[src/rtl/fetch_pkg.sv]
// rtl/fetch_pkg.sv - shared types and constants for the instruction-fetch stage
//
// Contents:
//   fetch_state_t  : BOOT / FETCH / DISCARD / HOLD
//   INSTR_W        : instruction word width
//   OPCODE_W       : decoder opcode field width
//   OPCODE_LSB     : lowest instruction bit of the opcode field
//   PC_INCR        : sequential fetch stride in bytes
package fetch_pkg;

    typedef enum logic [1:0] {
        BOOT,
        FETCH,
        DISCARD,
        HOLD
    } fetch_state_t;

    localparam int INSTR_W    = 32;
    localparam int OPCODE_W   = 11;
    localparam int OPCODE_LSB = 21;
    localparam int PC_INCR    = 4;

endpackage

[src/rtl/fetch_buffer.sv]
// rtl/fetch_buffer.sv - one-entry valid/pc/instr holding register
//
// Ports:
//   clk, reset_n    : clock, asynchronous active-low reset
//   load            : capture load_pc/load_instr and set valid
//   clear           : drop valid; pc/instr keep their values
//   load_pc         : address of the instruction being captured
//   load_instr      : instruction word being captured
//   valid, pc, instr: current contents
// load has priority over clear; with neither asserted the entry holds.
module fetch_buffer
    import fetch_pkg::*;
#(
    parameter int N = 64
) (
    input  logic               clk,
    input  logic               reset_n,
    input  logic               load,
    input  logic               clear,
    input  logic [N-1:0]       load_pc,
    input  logic [INSTR_W-1:0] load_instr,
    output logic               valid,
    output logic [N-1:0]       pc,
    output logic [INSTR_W-1:0] instr
);

    always_ff @(posedge clk or negedge reset_n) begin
        if (!reset_n) begin
            valid <= 1'b0;
            pc    <= '0;
            instr <= '0;
        end else if (load) begin
            valid <= 1'b1;
            pc    <= load_pc;
            instr <= load_instr;
        end else if (clear) begin
            valid <= 1'b0;
        end
    end

endmodule

[src/rtl/fetch_stage.sv]
// rtl/fetch_stage.sv - instruction fetch: PC, imem req/ack, one-entry buffer, redirects
//
// Ports:
//   clk, reset_n              : clock, asynchronous active-low reset
//   imem_req/imem_addr        : fetch request and byte address (stable until imem_ack)
//   imem_ack/imem_rdata       : response strobe and instruction word (same cycle)
//   br_taken/br_target        : one-cycle redirect pulse and target (low two bits ignored)
//   id_ready                  : decoder consumes the buffered instruction this cycle
//   if_valid/if_pc/if_instr   : buffered instruction
//   if_opcode                 : if_instr[31:21], decoder Op input
// Optional build macro FETCH_PERF_CNT_EN adds saturating counters:
//   stall_cycles              : cycles with if_valid && !id_ready
//   squash_count              : redirects that dropped a buffer or an outstanding request
module fetch_stage
    import fetch_pkg::*;
#(
    parameter int           N        = 64,
    parameter logic [N-1:0] RESET_PC = '0
) (
    input  logic                clk,
    input  logic                reset_n,
    output logic                imem_req,
    output logic [N-1:0]        imem_addr,
    input  logic                imem_ack,
    input  logic [INSTR_W-1:0]  imem_rdata,
    input  logic                br_taken,
    input  logic [N-1:0]        br_target,
    input  logic                id_ready,
    output logic                if_valid,
    output logic [N-1:0]        if_pc,
    output logic [INSTR_W-1:0]  if_instr,
    output logic [OPCODE_W-1:0] if_opcode
`ifdef FETCH_PERF_CNT_EN
    ,
    output logic [31:0]         stall_cycles,
    output logic [15:0]         squash_count
`endif
);

    fetch_state_t state;
    logic [N-1:0] pc;
    logic [N-1:0] req_addr;
    logic [N-1:0] pc_next_seq;
    logic [N-1:0] br_aligned;
    logic         buf_load;
    logic         buf_clear;

    assign pc_next_seq = pc + N'(PC_INCR);
    assign br_aligned  = br_target & ~N'(2'b11);

    // A squashed request keeps its original address until the memory
    // acknowledges it; every other request goes to the live pc.
    assign imem_addr = (state == DISCARD) ? req_addr : pc;
    assign if_opcode = if_instr[OPCODE_LSB +: OPCODE_W];

    // Request and buffer controls are combinational so that HOLD can issue
    // the next fetch in the same cycle the decoder drains the buffer.
    always_comb begin
        imem_req  = 1'b0;
        buf_load  = 1'b0;
        buf_clear = 1'b0;
        case (state)
            FETCH: begin
                imem_req = 1'b1;
                buf_load = imem_ack && !br_taken;
            end
            DISCARD: begin
                imem_req = 1'b1;
            end
            HOLD: begin
                if (br_taken) begin
                    buf_clear = 1'b1;
                end else if (id_ready) begin
                    imem_req = 1'b1;
                    if (imem_ack) begin
                        buf_load = 1'b1;
                    end else begin
                        buf_clear = 1'b1;
                    end
                end
            end
            default: begin
            end
        endcase
    end

    always_ff @(posedge clk or negedge reset_n) begin
        if (!reset_n) begin
            state    <= BOOT;
            pc       <= RESET_PC;
            req_addr <= '0;
        end else begin
            case (state)
                BOOT: begin
                    if (br_taken) begin
                        pc <= br_aligned;
                    end
                    state <= FETCH;
                end
                FETCH: begin
                    if (br_taken) begin
                        pc <= br_aligned;
                        // Without an ack the request is still in flight and
                        // must be retired at its old address before refetching.
                        if (!imem_ack) begin
                            req_addr <= pc;
                            state    <= DISCARD;
                        end
                    end else if (imem_ack) begin
                        pc    <= pc_next_seq;
                        state <= HOLD;
                    end
                end
                DISCARD: begin
                    if (br_taken) begin
                        pc <= br_aligned;
                    end
                    if (imem_ack) begin
                        state <= FETCH;
                    end
                end
                HOLD: begin
                    if (br_taken) begin
                        pc    <= br_aligned;
                        state <= FETCH;
                    end else if (id_ready) begin
                        if (imem_ack) begin
                            pc <= pc_next_seq;
                        end else begin
                            state <= FETCH;
                        end
                    end
                end
                default: begin
                    state <= BOOT;
                end
            endcase
        end
    end

    fetch_buffer #(
        .N(N)
    ) u_buffer (
        .clk        (clk),
        .reset_n    (reset_n),
        .load       (buf_load),
        .clear      (buf_clear),
        .load_pc    (pc),
        .load_instr (imem_rdata),
        .valid      (if_valid),
        .pc         (if_pc),
        .instr      (if_instr)
    );

`ifdef FETCH_PERF_CNT_EN
    // In FETCH a request is always outstanding; in HOLD the buffer is always
    // valid. A redirect in DISCARD drops nothing new.
    logic squash_event;
    assign squash_event = br_taken && ((state == FETCH) || (state == HOLD));

    always_ff @(posedge clk or negedge reset_n) begin
        if (!reset_n) begin
            stall_cycles <= '0;
            squash_count <= '0;
        end else begin
            if (if_valid && !id_ready && (stall_cycles != '1)) begin
                stall_cycles <= stall_cycles + 32'd1;
            end
            if (squash_event && (squash_count != '1)) begin
                squash_count <= squash_count + 16'd1;
            end
        end
    end
`endif

endmodule

[config.mk]
export PLATFORM = sky130hd
export DESIGN_NAME = fetch_stage
export DESIGN_NICKNAME = d
export VERILOG_FILES = /design/src/rtl/fetch_pkg.sv /design/src/rtl/fetch_buffer.sv /design/src/rtl/fetch_stage.sv
export SDC_FILE = /design/constraint.sdc
export NUM_CORES = 1
export LEC_CHECK = 0
export CAP_MARGIN = 5
export CORE_AREA = 2 2 215 217
export DETAILED_ROUTE_END_ITERATION = 10
export DIE_AREA = 0 0 217 219
export DONT_BUFFER_PORTS = 1
export PLACE_DENSITY_LB_ADDON = 0.05
export SKIP_LAST_GASP = 1
export SYNTH_ARGS = -nofsm -noshare
export SYNTH_HDL_FRONTEND = slang
export SYNTH_SLANG_ARGS = --single-unit
[constraint.sdc]
create_clock -name clk -period 3.4 [get_ports clk]
set_clock_uncertainty 0.2 [all_clocks]
set_input_delay 0.51 -clock clk [delete_from_list [all_inputs] [get_ports clk]]
set_output_delay 0.51 -clock clk [all_outputs]
set_load 0.1 [all_outputs]
Word-level counts from Yosys, hierarchy flattened:

Index checks and enable logic that the tools add are counted.

* bits in registers: 227
* bits of input ports: 101

* $add $sub $neg: 1
* eq/ne operators: 9
* multiplexer cells: 28
* bitwise operators: 1
* reduce and logical (&&, ||, !) cells: 9

Operators with widths (count)
* $mux W64: 6
* $pmux W64 S3: 1
* $add A64 B3 Y64 const B: 1
* $mux W2: 7
* $ne A3 B3 Y1 const B: 4
* $mux W1: 11
* $pmux W2 S4: 1
* $reduce_and A5 Y1: 1
* $eq A2 B2 Y1 const B: 2
* $pmux W1 S2: 2
* $reduce_or A2 Y1: 2
* $reduce_and A3 Y1: 1
* $eq A2 B1 Y1 const B: 1
* $logic_not A2 Y1: 1
* $ne A2 B1 Y1 const B: 1
* $ne A2 B2 Y1 const B: 1
* $reduce_and A2 Y1: 1
* $reduce_bool A2 Y1: 1
* $logic_and A1 B1 Y1: 1
* $logic_not A1 Y1: 1
* $not A1 Y1: 1

Longest topological paths before layout:

Gate-level depths: netlist of run 1.

* depth in word-level cells: 6
* depth in mapped cells: 9

By module:

From an unflattened synthesis of run 1, not the netlist that was laid out.

* cell total of the unflattened synthesis: 972
* area, all modules: 11073.1 um^2

Modules (own cells, without submodules)
* fetch_stage: times used 1, cells each 766, area an instance 7358.3 um^2, sequential area each 3153.0 um^2
* fetch_buffer: times used 1, cells each 206, area an instance 3714.8 um^2, sequential area each 2427.3 um^2

Worst setup path before layout of run 1:

No wires, ideal clock.

* path kind: reg2out
* start point: register state[0]
* end point: output imem_addr[11]
* arrival: 3123 ps
* required time: 2690 ps
* setup slack: -433 ps
* stages on the path, launching flop included: 6
* path buffers: 2
* cell sequence: dfrtp_1 inv_1 ha_1 clkbuf_1 clkbuf_1 o21ai_0

* cells in the longest elaborated chain, start to end: 2

Ends and longest elaborated chain
* start: declaration: RTL line fetch_stage.sv:40 `fetch_state_t state;`
* start signal: assignment: RTL line fetch_stage.sv:89 `state <= BOOT;`
* start signal: assignment: RTL line fetch_stage.sv:98 `state <= FETCH;`
* start signal: assignment: RTL line fetch_stage.sv:107 `state <= DISCARD;`
* $eq A2 B2 Y1: RTL line fetch_stage.sv:53 `assign imem_addr = (state == DISCARD) ? req_addr : pc;`
* $mux W64: RTL line fetch_stage.sv:53
* end: declaration: RTL line fetch_stage.sv:23 `output logic [N-1:0] imem_addr,`

Every way passes these cells.

Final worst setup path of run 1:

* start point: register state[0]
* end point: output imem_addr[63]

The elaborated chain is that of the path after synthesis.

==> impl_metrics.csv, run 1 <==
group,metric,value,unit
logic_synthesis,syn_avg_cell_area,11.0,sq um
setup_path,critPathKind,"flip-flop to output pin",
finish,fillers,4649,
status,violations,"hold timing",
clocking,cts_buffers,29,
die,die_x,217,um
routing,top_layer_used,"met5",
clocking,clock-sinks,221,
logic_synthesis,synth-seq-cells,221,
die,die_h,219,um
timing,whs,-0.556,ns
die,die_area,47500,sq um
logic_synthesis,ys_warn_count,0,
die,initial_core_util,24.9,%
timing,post-route-period-util,94.0,%
setup_path,cp-start-kind,"flip-flop",
run,maxCapViolCount,0,
clocking,cts-root-buf,"clkbuf_16",
clocking,hold_buffers,91,
logic_synthesis,ys.flop_type,"dfrtp_1",
routing,routed_wl,42700,um
setup_path,crit_fanout,63,
clocking,clock_latency,0.57,ns
finish,drive_gt1_share,32.5,%
placed_design,io_buffers,0,
placed_design,gp_congestion,0.771,
global_route,grt_max_degree,222,
routing,wl_met3,2200,um
die,rows,78,
clocking,path_clk_slew,0.05,ns
timing,slew-limit-headroom,34.8,%
routing,wl_met2,21000,um
logic_synthesis,synthArstFlopShare,100,%
logic_synthesis,synth_edf_count,0,
logic_synthesis,synth_cells,1020,
placed_design,hpwl,29000,um
clocking,cts_setup_buffers,0,
logic_synthesis,synth.cell_area,11200,sq um
clocking,cts_tree,"yes",
global_route,grt_pass1_wl,62600,um
global_route,grt_pass1_vias,8825,
global_route,grt_use_total,17.5,%
timing,final_max_slew_viol_count,0,
logic_synthesis,ys_types,70,
global_route,grt_antenna_before_repair,5,
setup_path,end_kind,"output pin",
setup_path,timing.rr.start,"state[0]",
timing,worst_pin_slew,0.979,ns
global_route,grt_overflow_total,0,
routing,vias,8720,
setup_path,r2r_setup_slack,0.25,ns
timing,max_freq,0.313,GHz
setup_path,worst_ep_required_time,2.69,ns
clocking,clockBufferDepth,3,
clocking,htreeDepth,1,
timing,hold_violations,221,
routing,drtAntennaViolNets,0,
timing,fin_crit,3.20,ns
timing,rsz0062_at_grt,"no",
finish,syn_to_final_growth,26.2,%
setup_path,cp.arrival,2.49,ns
finish,finalNetCount,1236,
routing,drt-initial-drc-count,450,
routing,met1_length,18800,um
routing,drt-pass1-iter-count,4,
timing,tns,0,ns
setup_path,ff2ff_path_depth,8,
setup_path,rr_endpoint,"pc[42]",
routing,drc,0,
routing,wire_per_inst,24.3,um
worst_hold_path,hp-class,"primary input to async pin",
logic_synthesis,yosysSeqAreaShare,49.3,%
routing,detail_route.vias_per_cell,4.97,
die,io_pins,274,
status,status,"finished, violations left",
die,core,45100,sq um
timing,setup_viol,0,
==> synthesized netlist by cell type, types with 5 or more instances <==
cell type    n  area [sq um]
o22ai_1     13          81.3
a31oi_1     10          62.6
dfrtp_1    221          5530
nand2_1     79           297
o31ai_1      6          45.0
a2bb2oi_1    7          61.3
o21ai_0     40           200
and4_1       5          43.8
a22oi_1      7          52.6
a21oi_1     34           170
clkbuf_1    43           161
or4_1        5          37.5
and3_1      12          75.1
o32ai_1      5          43.8
buf_1        7          26.3
and2_1       5          31.3
buf_2       22           110
nand4_1     34           213
buf_4       15           113
nand3_1     40           200
a211oi_1     7          52.6
nor2_1      58           218
nor4_1      19           119
inv_1       15          56.3
ha_1         5          62.6
o22a_1       6          52.6
nor3_1      21           105
mux2_2     199          2240
==> worst max path at each step <==
stage	from	endpoint	slack [ns]	cells past startpoint
4_1_cts	state[0]	pc[42]	0.08	8
3_5_place_dp	state[0]	pc[63]	0.39	7
2_1_floorplan	state[0]	imem_addr[11]	-0.43	5
6_report	state[0]	imem_addr[63]	0.20	4
3_3_place_gp	state[0]	pc[63]	0.44	7
5_1_grt	state[1]	pc[34]	0.03	8
==> worst max-delay path, cell delays in order, from the launching register on <==
cell and delay [ns]:
dfrtp_1 0.41, inv_1 0.13, ha_4 0.31, buf_12 0.38
mux2_2 0.63
==> what timing repair did <==
item                       in CTS  in global routing
resized for setup               0                  2
hold endpoints to repair      309                221
setup endpoints to repair       0                  3
==> sequential cells by signal, indices dropped and copies added, names as in the netlist <==
name	cells
u_buffer.valid	1
u_buffer.pc	62
u_buffer.instr	32
req_addr	62
pc	62
state	2
==> area by class of cell <==
cell class	count	area (sq um)	share of cell area [%]
multi-input cells	697	5300	37.5
repair buffers	165	1540	10.9
well taps	600	751	5.31
diodes	1	2.50	0.0177
flip-flops and latches	221	5540	39.2
clock buffers	43	838	5.92
inverters	16	60.1	0.424
clock inverters	10	111	0.787
==> kinds of logic after synthesis <==
| kind of cell | synth area share (%) |
|---|---|
| mux | 20.0 |
| fa+ha+maj | 0.558 |
| simple gates | 14.9 |
| other cells | 0.0335 |
| compound gates | 10.7 |
| flops | 49.3 |
| xor+xnor | 0.234 |
| buf+inv | 4.29 |
==> cell usage in the layout, fill, tap and decap left out, types with 11 or more instances in the layout <==
cell | Yosys | routed
buf_4 | 15 | 69
nor4_1 | 19 | 19
and3_1 | 12 | 12
nand4_1 | 34 | 34
mux2_2 | 199 | 199
nand2_1 | 79 | 76
inv_1 | 15 | 15
dfrtp_2 | 0 | 11
nand3_1 | 40 | 40
dfrtp_1 | 221 | 210
clkbuf_16 | 0 | 29
a21oi_1 | 34 | 34
nor3_1 | 21 | 20
dlygate4sd3_1 | 0 | 90
o21ai_0 | 40 | 30
nor2_1 | 58 | 56
o22ai_1 | 13 | 13
==> metrics by stage <==
step	hold WS, ns	instances	worst slack [ns]	utilization (%)	instance area (sq um)
6_report	-0.556	1753	0.204	31.4	14100
5_1_grt	-0.580	1753	0.0287	31.4	14100
4_1_cts	-0.594	1752	0.0799	31.4	14100
3_5_place_dp	0.0203	1608	0.388	27.2	12300
3_3_place_gp	0.0207	1608	0.436	27.2	12300
2_1_floorplan	0.0144	1023	-0.433	-	11200
==> metal layers <==
layer	vias up	GRT usage [%]
met5	-	0
met1	4476	23.1
met4	6	3.88
met2	202	29.6
met3	44	3.55
li1	3992	-
Power of run 1 is left out: the tool's default activity adds up to more than one toggle a clock period on the data nets, which glitch-free logic cannot reach.
==> run 2, diff against run 1 <==
--- a/config.mk
+++ b/config.mk
@@ -10,8 +10,10 @@
 export DETAILED_ROUTE_END_ITERATION = 10
 export DIE_AREA = 0 0 217 219
 export DONT_BUFFER_PORTS = 1
+export MAX_ROUTING_LAYER = met4
 export PLACE_DENSITY_LB_ADDON = 0.05
 export SKIP_LAST_GASP = 1
+export SLEW_MARGIN = 30
 export SYNTH_ARGS = -nofsm -noshare
 export SYNTH_HDL_FRONTEND = slang
 export SYNTH_SLANG_ARGS = --single-unit
==> constraint.sdc (replaced) <==
create_clock -name clk -period 4.11 [get_ports clk]
set_clock_uncertainty 0.2 [all_clocks]
set_input_delay 0.6165 -clock clk [delete_from_list [all_inputs] [get_ports clk]]
set_output_delay 0.6165 -clock clk [all_outputs]
set_load 0.1 [all_outputs]
==> run 2 against run 1 <==
The flow still finishes with violations (hold timing). Worst hold slack better by 0.11 ns. Via count down 3.8%. First-iteration DRC count down 8.0%. Setup slack better by 0.56 ns. Register-to-register slack better by 0.53 ns.
==> impl_metrics.csv, run 2 (synthesis results as in run 1) <==
group,metric,value,unit
timing,final_max_slew_viol_count,0,
finish,finalNetCount,1170,
global_route,grt_use_total,17.7,%
timing,hold_violations,221,
routing,routed_wl,41400,um
routing,drtAntennaViolNets,0,
setup_path,ff2ff_path_depth,8,
setup_path,worst_ep_required_time,3.29,ns
die,initial_core_util,24.9,%
finish,syn_to_final_growth,20.9,%
worst_hold_path,hp-class,"primary input to async pin",
timing,fin_crit,3.34,ns
die,rows,78,
global_route,grt_pass1_wl,61000,um
clocking,path_clk_slew,0.05,ns
clocking,cts_setup_buffers,0,
global_route,grt_pass1_vias,8473,
timing,setup_viol,0,
timing,slew-limit-headroom,34.8,%
routing,drt-initial-drc-count,414,
finish,reg_top3,"pc (62), req_addr (62), u_buffer.pc (62)",
setup_path,critPathKind,"flip-flop to output pin",
setup_path,cp-start-kind,"flip-flop",
global_route,grt_max_degree,222,
setup_path,crit_fanout,32,
finish,regArea,5540,sq um
clocking,clockBufferDepth,3,
die,die_area,47500,sq um
die,die_x,217,um
finish,multi_input_area,5310,sq um
die,die_h,219,um
routing,wire_per_inst,24.5,um
timing,max_freq,0.299,GHz
run,maxCapViolCount,0,
die,io_pins,274,
placed_design,io_buffers,0,
placed_design,gp_congestion,0.759,
timing,whs,-0.445,ns
clocking,cts_tree,"yes",
routing,drt-pass1-iter-count,4,
clocking,clock_latency,0.59,ns
setup_path,cp.arrival,2.53,ns
finish,fillers,4692,
clocking,clock-sinks,221,
global_route,grt_overflow_total,0,
routing,detail_route.vias_per_cell,4.97,
status,status,"finished, violations left",
setup_path,end_kind,"output pin",
timing,tns,0,ns
timing,worst_pin_slew,0.978,ns
clocking,hold_buffers,56,
clocking,cts_buffers,30,
routing,vias,8392,
clocking,cts-root-buf,"clkbuf_16",
timing,rsz0062_at_grt,"no",
finish,final_cell_mix,"dfrtp_1 (210), mux2_2 (199), nand2_1 (78)",
finish,drive_gt1_share,30.8,%
clocking,htreeDepth,1,
status,violations,"hold timing",
placed_design,hpwl,28200,um
routing,drc,0,
global_route,grt_antenna_before_repair,5,
die,core,45100,sq um
timing,post-route-period-util,81.4,%
finish,layout_commonest_cell,"dfrtp_1",
-- run 2: timing repair --
action                     CTS  global route
hold endpoints to repair   276           221
setup endpoints to repair    0             0
gates resized for setup      0             0
-- run 2: path summary, 6_finish.rpt --
path / to / startpoint / slack, ns
max in group asynchronous: u_buffer.instr[22] / reset_n / 3.40
worst min-delay path: u_buffer.pc[58] / reset_n / -0.45
min in group clk: pc[11] / br_target[11] / 0.04
worst max-delay path: imem_addr[26] / state[0] / 0.77
worst min register to register: req_addr[4] / req_addr[4] / 0.28
worst max register to register: pc[36] / pc[2] / 0.78
-- run 2: final cells by class --
cell class	instances	share of cell area (%)
sequential	221	40.9
multi-input combinational	697	39.2
timing repair buffer	98	6.55
clock buffer	46	6.28
tap	600	5.54
clock inverter	6	1.04
inverter	16	0.443
antenna	5	0.0923
-- run 2: per-layer routing --
metal	wire [um]	vias to the layer above	GRT usage (%)
met5	0	-	-
met4	699	0	3.90
met3	2180	44	3.71
met2	20100	180	28.6
met1	18500	4303	22.7
li1	-	3865	-
-- run 2: worst max-delay path, cell delays in order (launching register included) --
cell	delay, ns
dfrtp_1	0.40
inv_1	0.12
ha_4	0.28
buf_4	0.46
mux2_2	0.63
-- run 2: through the flow --
stage | worst slack (ns) | utilization, % | std cells | hold WS [ns] | instance area (sq um)
CTS | 0.704 | 30.0 | 1684 | -0.495 | 13500
detailed placement | 1.13 | 26.6 | 1576 | 0.128 | 12000
finish | 0.766 | 30.1 | 1689 | -0.445 | 13600
floorplan | 0.171 | - | 1023 | 0.121 | 11200
global route | 0.496 | 30.1 | 1689 | -0.486 | 13600
global placement | 1.14 | 26.6 | 1576 | 0.127 | 12000
Power of run 2 is left out for the same reason.
